[src/rtl/regfile_wr_arb_pkg.sv]
// Shared widths, constants and the LU result entry type for the regfile write-port arbiter.
package regfile_wr_arb_pkg;

  localparam int unsigned RegAddrW     = 5;
  localparam int unsigned RegW         = 32;
  localparam int unsigned RegNum       = 32;
  localparam logic [RegW-1:0] ZeroWord = '0;
  localparam logic WriteEnable         = 1'b1;
  localparam int unsigned ArbFifoDepth = 2;

  typedef struct packed {
    logic [RegAddrW-1:0] waddr;
    logic [RegW-1:0]     wdata;
  } lu_entry_t;

  // Busy register that is not being cleared by a drain this very cycle; the regfile
  // forwards same-cycle write data, so a draining register no longer blocks ID.
  function automatic logic busy_hit(input logic [RegNum-1:0]   busy,
                                    input logic                drain,
                                    input logic [RegAddrW-1:0] head_addr,
                                    input logic [RegAddrW-1:0] addr);
    return busy[addr] && !(drain && (head_addr == addr));
  endfunction

endpackage

[src/rtl/regfile_wr_arb_fifo.sv]
// Synchronous FIFO holding accepted LU results until the write port is free.
module regfile_wr_arb_fifo #(
  parameter int unsigned Depth = 2,
  parameter int unsigned Width = 37
) (
  input  logic             clk,
  input  logic             rst,
  input  logic             push,
  input  logic [Width-1:0] push_data,
  input  logic             pop,
  output logic             full,
  output logic             empty,
  output logic [Width-1:0] head
);

  localparam int unsigned PtrW = (Depth > 1) ? $clog2(Depth) : 1;
  localparam logic [PtrW:0] DepthC = (PtrW + 1)'(Depth);

  logic [Width-1:0] mem_q [Depth];
  logic [PtrW-1:0]  rd_ptr_q, wr_ptr_q;
  logic [PtrW:0]    count_q, count_d;
  logic             do_push, do_pop;

  assign full    = (count_q == DepthC);
  assign empty   = (count_q == '0);
  assign head    = mem_q[rd_ptr_q];
  assign do_push = push && !full;
  assign do_pop  = pop && !empty;

  always_comb begin
    count_d = count_q;
    case ({do_push, do_pop})
      2'b10:   count_d = count_q + (PtrW + 1)'(1);
      2'b01:   count_d = count_q - (PtrW + 1)'(1);
      default: count_d = count_q;
    endcase
  end

  always_ff @(posedge clk or negedge rst) begin
    if (!rst) begin
      rd_ptr_q <= '0;
      wr_ptr_q <= '0;
      count_q  <= '0;
    end else begin
      if (do_push) wr_ptr_q <= wr_ptr_q + PtrW'(1);
      if (do_pop)  rd_ptr_q <= rd_ptr_q + PtrW'(1);
      count_q <= count_d;
    end
  end

  // Storage needs no reset: count_q alone decides which entries are valid.
  always_ff @(posedge clk) begin
    if (do_push) mem_q[wr_ptr_q] <= push_data;
  end

endmodule

[src/rtl/regfile_wr_arb.sv]
// Arbitrates the regfile write port between pipeline writeback and buffered LU results,
// and keeps the busy scoreboard that stalls ID on registers still owed by the LU.
module regfile_wr_arb
  import regfile_wr_arb_pkg::*;
#(
  parameter int unsigned DEPTH      = ArbFifoDepth,
  parameter int unsigned STARVE_MAX = 4
) (
  input  logic                clk,
  input  logic                rst,
  input  logic                wb_we,
  input  logic [RegAddrW-1:0] wb_waddr,
  input  logic [RegW-1:0]     wb_wdata,
  input  logic                lu_issue,
  input  logic [RegAddrW-1:0] lu_issue_addr,
  input  logic                lu_req,
  input  logic [RegAddrW-1:0] lu_waddr,
  input  logic [RegW-1:0]     lu_wdata,
  output logic                lu_ack,
  input  logic                id_re1,
  input  logic [RegAddrW-1:0] id_raddr1,
  input  logic                id_re2,
  input  logic [RegAddrW-1:0] id_raddr2,
  input  logic                id_we,
  input  logic [RegAddrW-1:0] id_waddr,
  output logic                stall_req,
  output logic                starve_req,
  output logic                we,
  output logic [RegAddrW-1:0] waddr,
  output logic [RegW-1:0]     wdata
);

  localparam int unsigned CntW = (STARVE_MAX > 0) ? $clog2(STARVE_MAX + 1) : 1;
  localparam logic [CntW-1:0] StarveMaxC = CntW'(STARVE_MAX);

  lu_entry_t         head;
  lu_entry_t         push_entry;
  logic              fifo_full, fifo_empty;
  logic              push, drain;
  logic [RegNum-1:0] busy_q, busy_d;
  logic [CntW-1:0]   starve_cnt_q, starve_cnt_d;
  logic              starve_q;

  assign lu_ack     = !fifo_full;
  // Writes to r0 are architecturally discarded, so they are acked and dropped.
  assign push       = lu_req && lu_ack && (lu_waddr != '0);
  assign push_entry = '{waddr: lu_waddr, wdata: lu_wdata};
  assign drain      = !wb_we && !fifo_empty;

  regfile_wr_arb_fifo #(
    .Depth (DEPTH),
    .Width ($bits(lu_entry_t))
  ) u_fifo (
    .clk       (clk),
    .rst       (rst),
    .push      (push),
    .push_data (push_entry),
    .pop       (drain),
    .full      (fifo_full),
    .empty     (fifo_empty),
    .head      (head)
  );

  always_comb begin
    we    = wb_we;
    waddr = wb_waddr;
    wdata = wb_wdata;
    if (!wb_we) begin
      if (!fifo_empty) begin
        we    = WriteEnable;
        waddr = head.waddr;
        wdata = head.wdata;
      end else begin
        we    = 1'b0;
        waddr = '0;
        wdata = ZeroWord;
      end
    end
  end

  // Set is applied after clear so a same-address issue wins over a drain.
  always_comb begin
    busy_d = busy_q;
    if (drain) busy_d[head.waddr] = 1'b0;
    if (lu_issue && (lu_issue_addr != '0)) busy_d[lu_issue_addr] = 1'b1;
  end

  assign stall_req = (id_re1 && busy_hit(busy_q, drain, head.waddr, id_raddr1)) ||
                     (id_re2 && busy_hit(busy_q, drain, head.waddr, id_raddr2)) ||
                     (id_we  && busy_hit(busy_q, drain, head.waddr, id_waddr));

  // A non-empty FIFO without a drain implies WB held the port this cycle.
  always_comb begin
    starve_cnt_d = starve_cnt_q;
    if (fifo_empty || drain) begin
      starve_cnt_d = '0;
    end else if (starve_cnt_q != StarveMaxC) begin
      starve_cnt_d = starve_cnt_q + CntW'(1);
    end
  end

  always_ff @(posedge clk or negedge rst) begin
    if (!rst) begin
      busy_q       <= '0;
      starve_cnt_q <= '0;
      starve_q     <= 1'b0;
    end else begin
      busy_q       <= busy_d;
      starve_cnt_q <= starve_cnt_d;
      starve_q     <= (starve_cnt_d == StarveMaxC);
    end
  end

  assign starve_req = starve_q;

endmodule
[config.mk]
export PLATFORM = sky130hd
export DESIGN_NAME = regfile_wr_arb
export DESIGN_NICKNAME = d
export VERILOG_FILES = /design/src/rtl/regfile_wr_arb_pkg.sv /design/src/rtl/regfile_wr_arb_fifo.sv /design/src/rtl/regfile_wr_arb.sv
export SDC_FILE = /design/constraint.sdc
export NUM_CORES = 1
export LEC_CHECK = 0
export CORE_ASPECT_RATIO = 0.75
export CORE_MARGIN = 3
export CORE_UTILIZATION = 50
export DETAILED_ROUTE_END_ITERATION = 10
export PLACE_DENSITY = 0.83
export RECOVER_POWER = 25
export SYNTH_ARGS = -nofsm -noshare
export SYNTH_HDL_FRONTEND = slang
export SYNTH_SLANG_ARGS = --single-unit
[constraint.sdc]
create_clock -name clk -period 3.3 [get_ports clk]
set_input_delay 0.66 -clock clk [delete_from_list [all_inputs] [get_ports clk]]
set_output_delay 0.66 -clock clk [all_outputs]
set_load 0.05 [all_outputs]
==> metrics <==
Initial Util around half; H-tree depth 4; Avg Cell Area, Syn about 13 um^2; Worst R2R End busy_q[22]; drt first pass iters 5; Worst Path Required ~2600 ps; All-Layer GR Usage between 20 and 30%; Non-Filler Instances 779; DIE AREA roughly 0.013 mm^2; Leak Pwr between 3 and 4 nW; Setup CP Type flip-flop to output port; Crit Path Max Fanout 4; worst skew pair latency roughly 420 ps; fin crit share 99.2%; HP Class input pin to asynchronous set/reset pin; I/O Pins approximately 140; clk_skew approximately 28 ps; NumNets Final 730; initial antenna violation count 1; Syn Inst Count between 400 and 500; CTS tree yes; clk sinks about 110; PwrDens 863 mW/mm^2; CORE AREA 0.0111 mm^2; die width between 100 and 150 um; EDFF count, synth 74; First DRT Iteration DRCs approximately 480; Post-Syn Nets between 500 and 600; crit path DAT 2610 ps; row count 33; Pint around 0.0046 W; status finished, final reports clean; Comb pwr share a little over two fifths; Final Hold Fails 0; post-synthesis sequential area ratio 55.8%; ys async rst share 35.1%; CTS max path bufs 2; ys flop type edfxtp_1; Switch Pwr 0.00278 W; fmax ~310 MHz; YS warnings 0; HPWL Detailed roughly 13000 um; Reg2Reg Setup Slack slightly above 1000 ps; total gr overflow 0; Yosys cell types 52; most common cell after layout, fill and taps aside o21ai_0; gpl congestion between 0.9 and 1; vias per inst roughly 6.1; Worst VDD drop just over 0.0006 V; Final Util 77.0%; vias in the first global route slightly below 5000; post-synthesis cell area 0.00578 mm^2; CP startpoint kind flip-flop; total power around 0.0074 W; Worst-path clk slew around 60 ps; Die Height between 90 and 100 um; MaxCap Viol Count 0; port bufs approximately 140; pin count of the biggest net entering global routing a little over 40; Slew headroom around 36%; most frequent cells in the layout o21ai_0 (87), edfxtp_1 (74), clkdlybuf4s50_1 (61); minimum clock period between 3000 and 4000 ps; worst-margin pin slew approximately 950 ps; critical path endpoint category output port; # DRC 0; Vias 4757; CTS Buf Count 17; post-route ant nets 0; Seq cells post-synth roughly 110; area delta synth->final 48.1%; Total Wirelength between 15000 and 20000 um; first-pass GRT wire length 27600 um; worst r2r path cells 7; Worst R2R Start u_fifo.count_q[0]; switching part of the total about 38%; final setup vio count 0; Sequential Power Share around a third; Slew Limit Fails 0; drt wl/cell around 23 um; share of post-route cells with drive strength above 1 between 20% and 30%; placed insts roughly 740; Clock Power Share around a quarter; CTS root buf clkbuf_16
## Yosys cell counts (2+ instances only)
library cell  instances  share of area, %
a211o_1               2              0.30
a21o_1                2              0.26
a21oi_1               2              0.17
a31oi_1               4              0.43
buf_1                 4              0.26
buf_2                 7              0.61
buf_6                 3              0.58
clkbuf_1              9              0.58
dfrtp_1              40                17
edfxtp_1             74                38
ha_1                  3              0.65
inv_1                 9              0.58
mux2_2                4              0.78
mux2i_1              40               6.9
mux2i_2               2              0.48
mux4_1                3               1.4
mux4_2               17               6.6
mux4_4                2              0.87
nand2_1              45               2.9
nand2b_1              3              0.32
nand3_1               8              0.69
nand3b_1              8               1.0
nand4_1               2              0.22
nor2_1               11              0.71
nor2b_1               2              0.22
nor3b_1               2              0.26
o211ai_1              2              0.26
o21ai_0              87               7.5
o21ai_1              14               1.2
o31ai_1               2              0.26
or3_1                 4              0.43
or3b_2                2              0.30
xnor2_1              13               2.0
xor2_1                8               1.2
## how the worst max path moves through the flow
stage | end | from | cells after the start
6_report | stall_req | busy_q[3] | 7
5_1_grt | stall_req | busy_q[1] | 7
4_1_cts | stall_req | u_fifo.rd_ptr_q | 7
3_5_place_dp | stall_req | id_raddr1[1] | 8
3_3_place_gp | stall_req | id_raddr1[1] | 8
2_1_floorplan | u_fifo.mem_q[0][0] | u_fifo.count_q[0] | 3
## power groups by stage
stage	sequential [W]	combinational, W	clock (W)
global route	0.00249	0.00332	0.00186
finish	0.00247	0.00313	0.00177
floorplan	0.00221	0.00182	0
detailed placement	0.00245	0.00297	0
global placement	0.00243	0.00291	0
CTS	0.00244	0.00303	0.00178
## what timing repair did
item                                    CTS  global route
endpoints found under the setup margin    1             1
hold buffers                              0             0
gates cloned                              1             0
setup buffers                             1             8
pin swaps                                 1             1
resized for setup                        15             5
## layout make-up
type,count,area (um^2)
multi-input combinational,310,2420
antenna,1,2.50
clock inverter,6,40.0
clock buffer,26,543
sequential,114,3220
inverter,9,33.8
timing repair buffer,173,2110
tap,140,175
fill,660,2560
## sequential cells by signal, summed over array words and instances, names as in the netlist
name,cells
u_fifo.wr_ptr_q,1
starve_req,1
u_fifo.count_q,2
busy_q,32
starve_cnt_q,3
u_fifo.mem_q,74
u_fifo.rd_ptr_q,1
## cells by family (layout without fill, tap and decap cells)
logic type	after synthesis	after routing	synth area share, %
adder cells (fa/ha/maj)	3	3	0.650
flip-flops	114	114	55.8
multiplexers	69	69	17.4
AO/OA/AOI/OAI	121	121	11.4
buffers and inverters	34	214	3.01
AND/OR/NAND/NOR	96	96	8.51
other	0	1	0
XOR/XNOR	21	21	3.18
## critical path: stages (launching register included)
cell       delay (ps)
dfrtp_1           420
mux4_2            500
nor2b_4           150
a2111oi_2         370
a31oi_1            80
and4_4            210
a211o_1           300
buf_12            160
## per-layer routing
layer / wire length (um) / global-route usage [%] / share of wire [%] / vias to the layer above
met5: 0 / 0 / 0 / -
met4: 161 / 7.59 / 0.89 / 0
met3: 2180 / 10.9 / 12 / 16
met2: 8320 / 42.1 / 46 / 322
met1: 7470 / 40.5 / 41 / 2336
li1: - / - / - / 2083
## through the flow
stage          setup slack (ps)  area, um^2  hold slack, ps  TNS, ps
2_1_floorplan               101        5780             364        0
3_3_place_gp               -333        7830             525     -333
3_5_place_dp               -312        7830             546     -312
4_1_cts                    4.00        8470             427        0
5_1_grt                   -37.0        8550             457    -37.0
6_report                   26.7        8550             386        0
No activity file was read; power rests on OpenSTA's default activity.
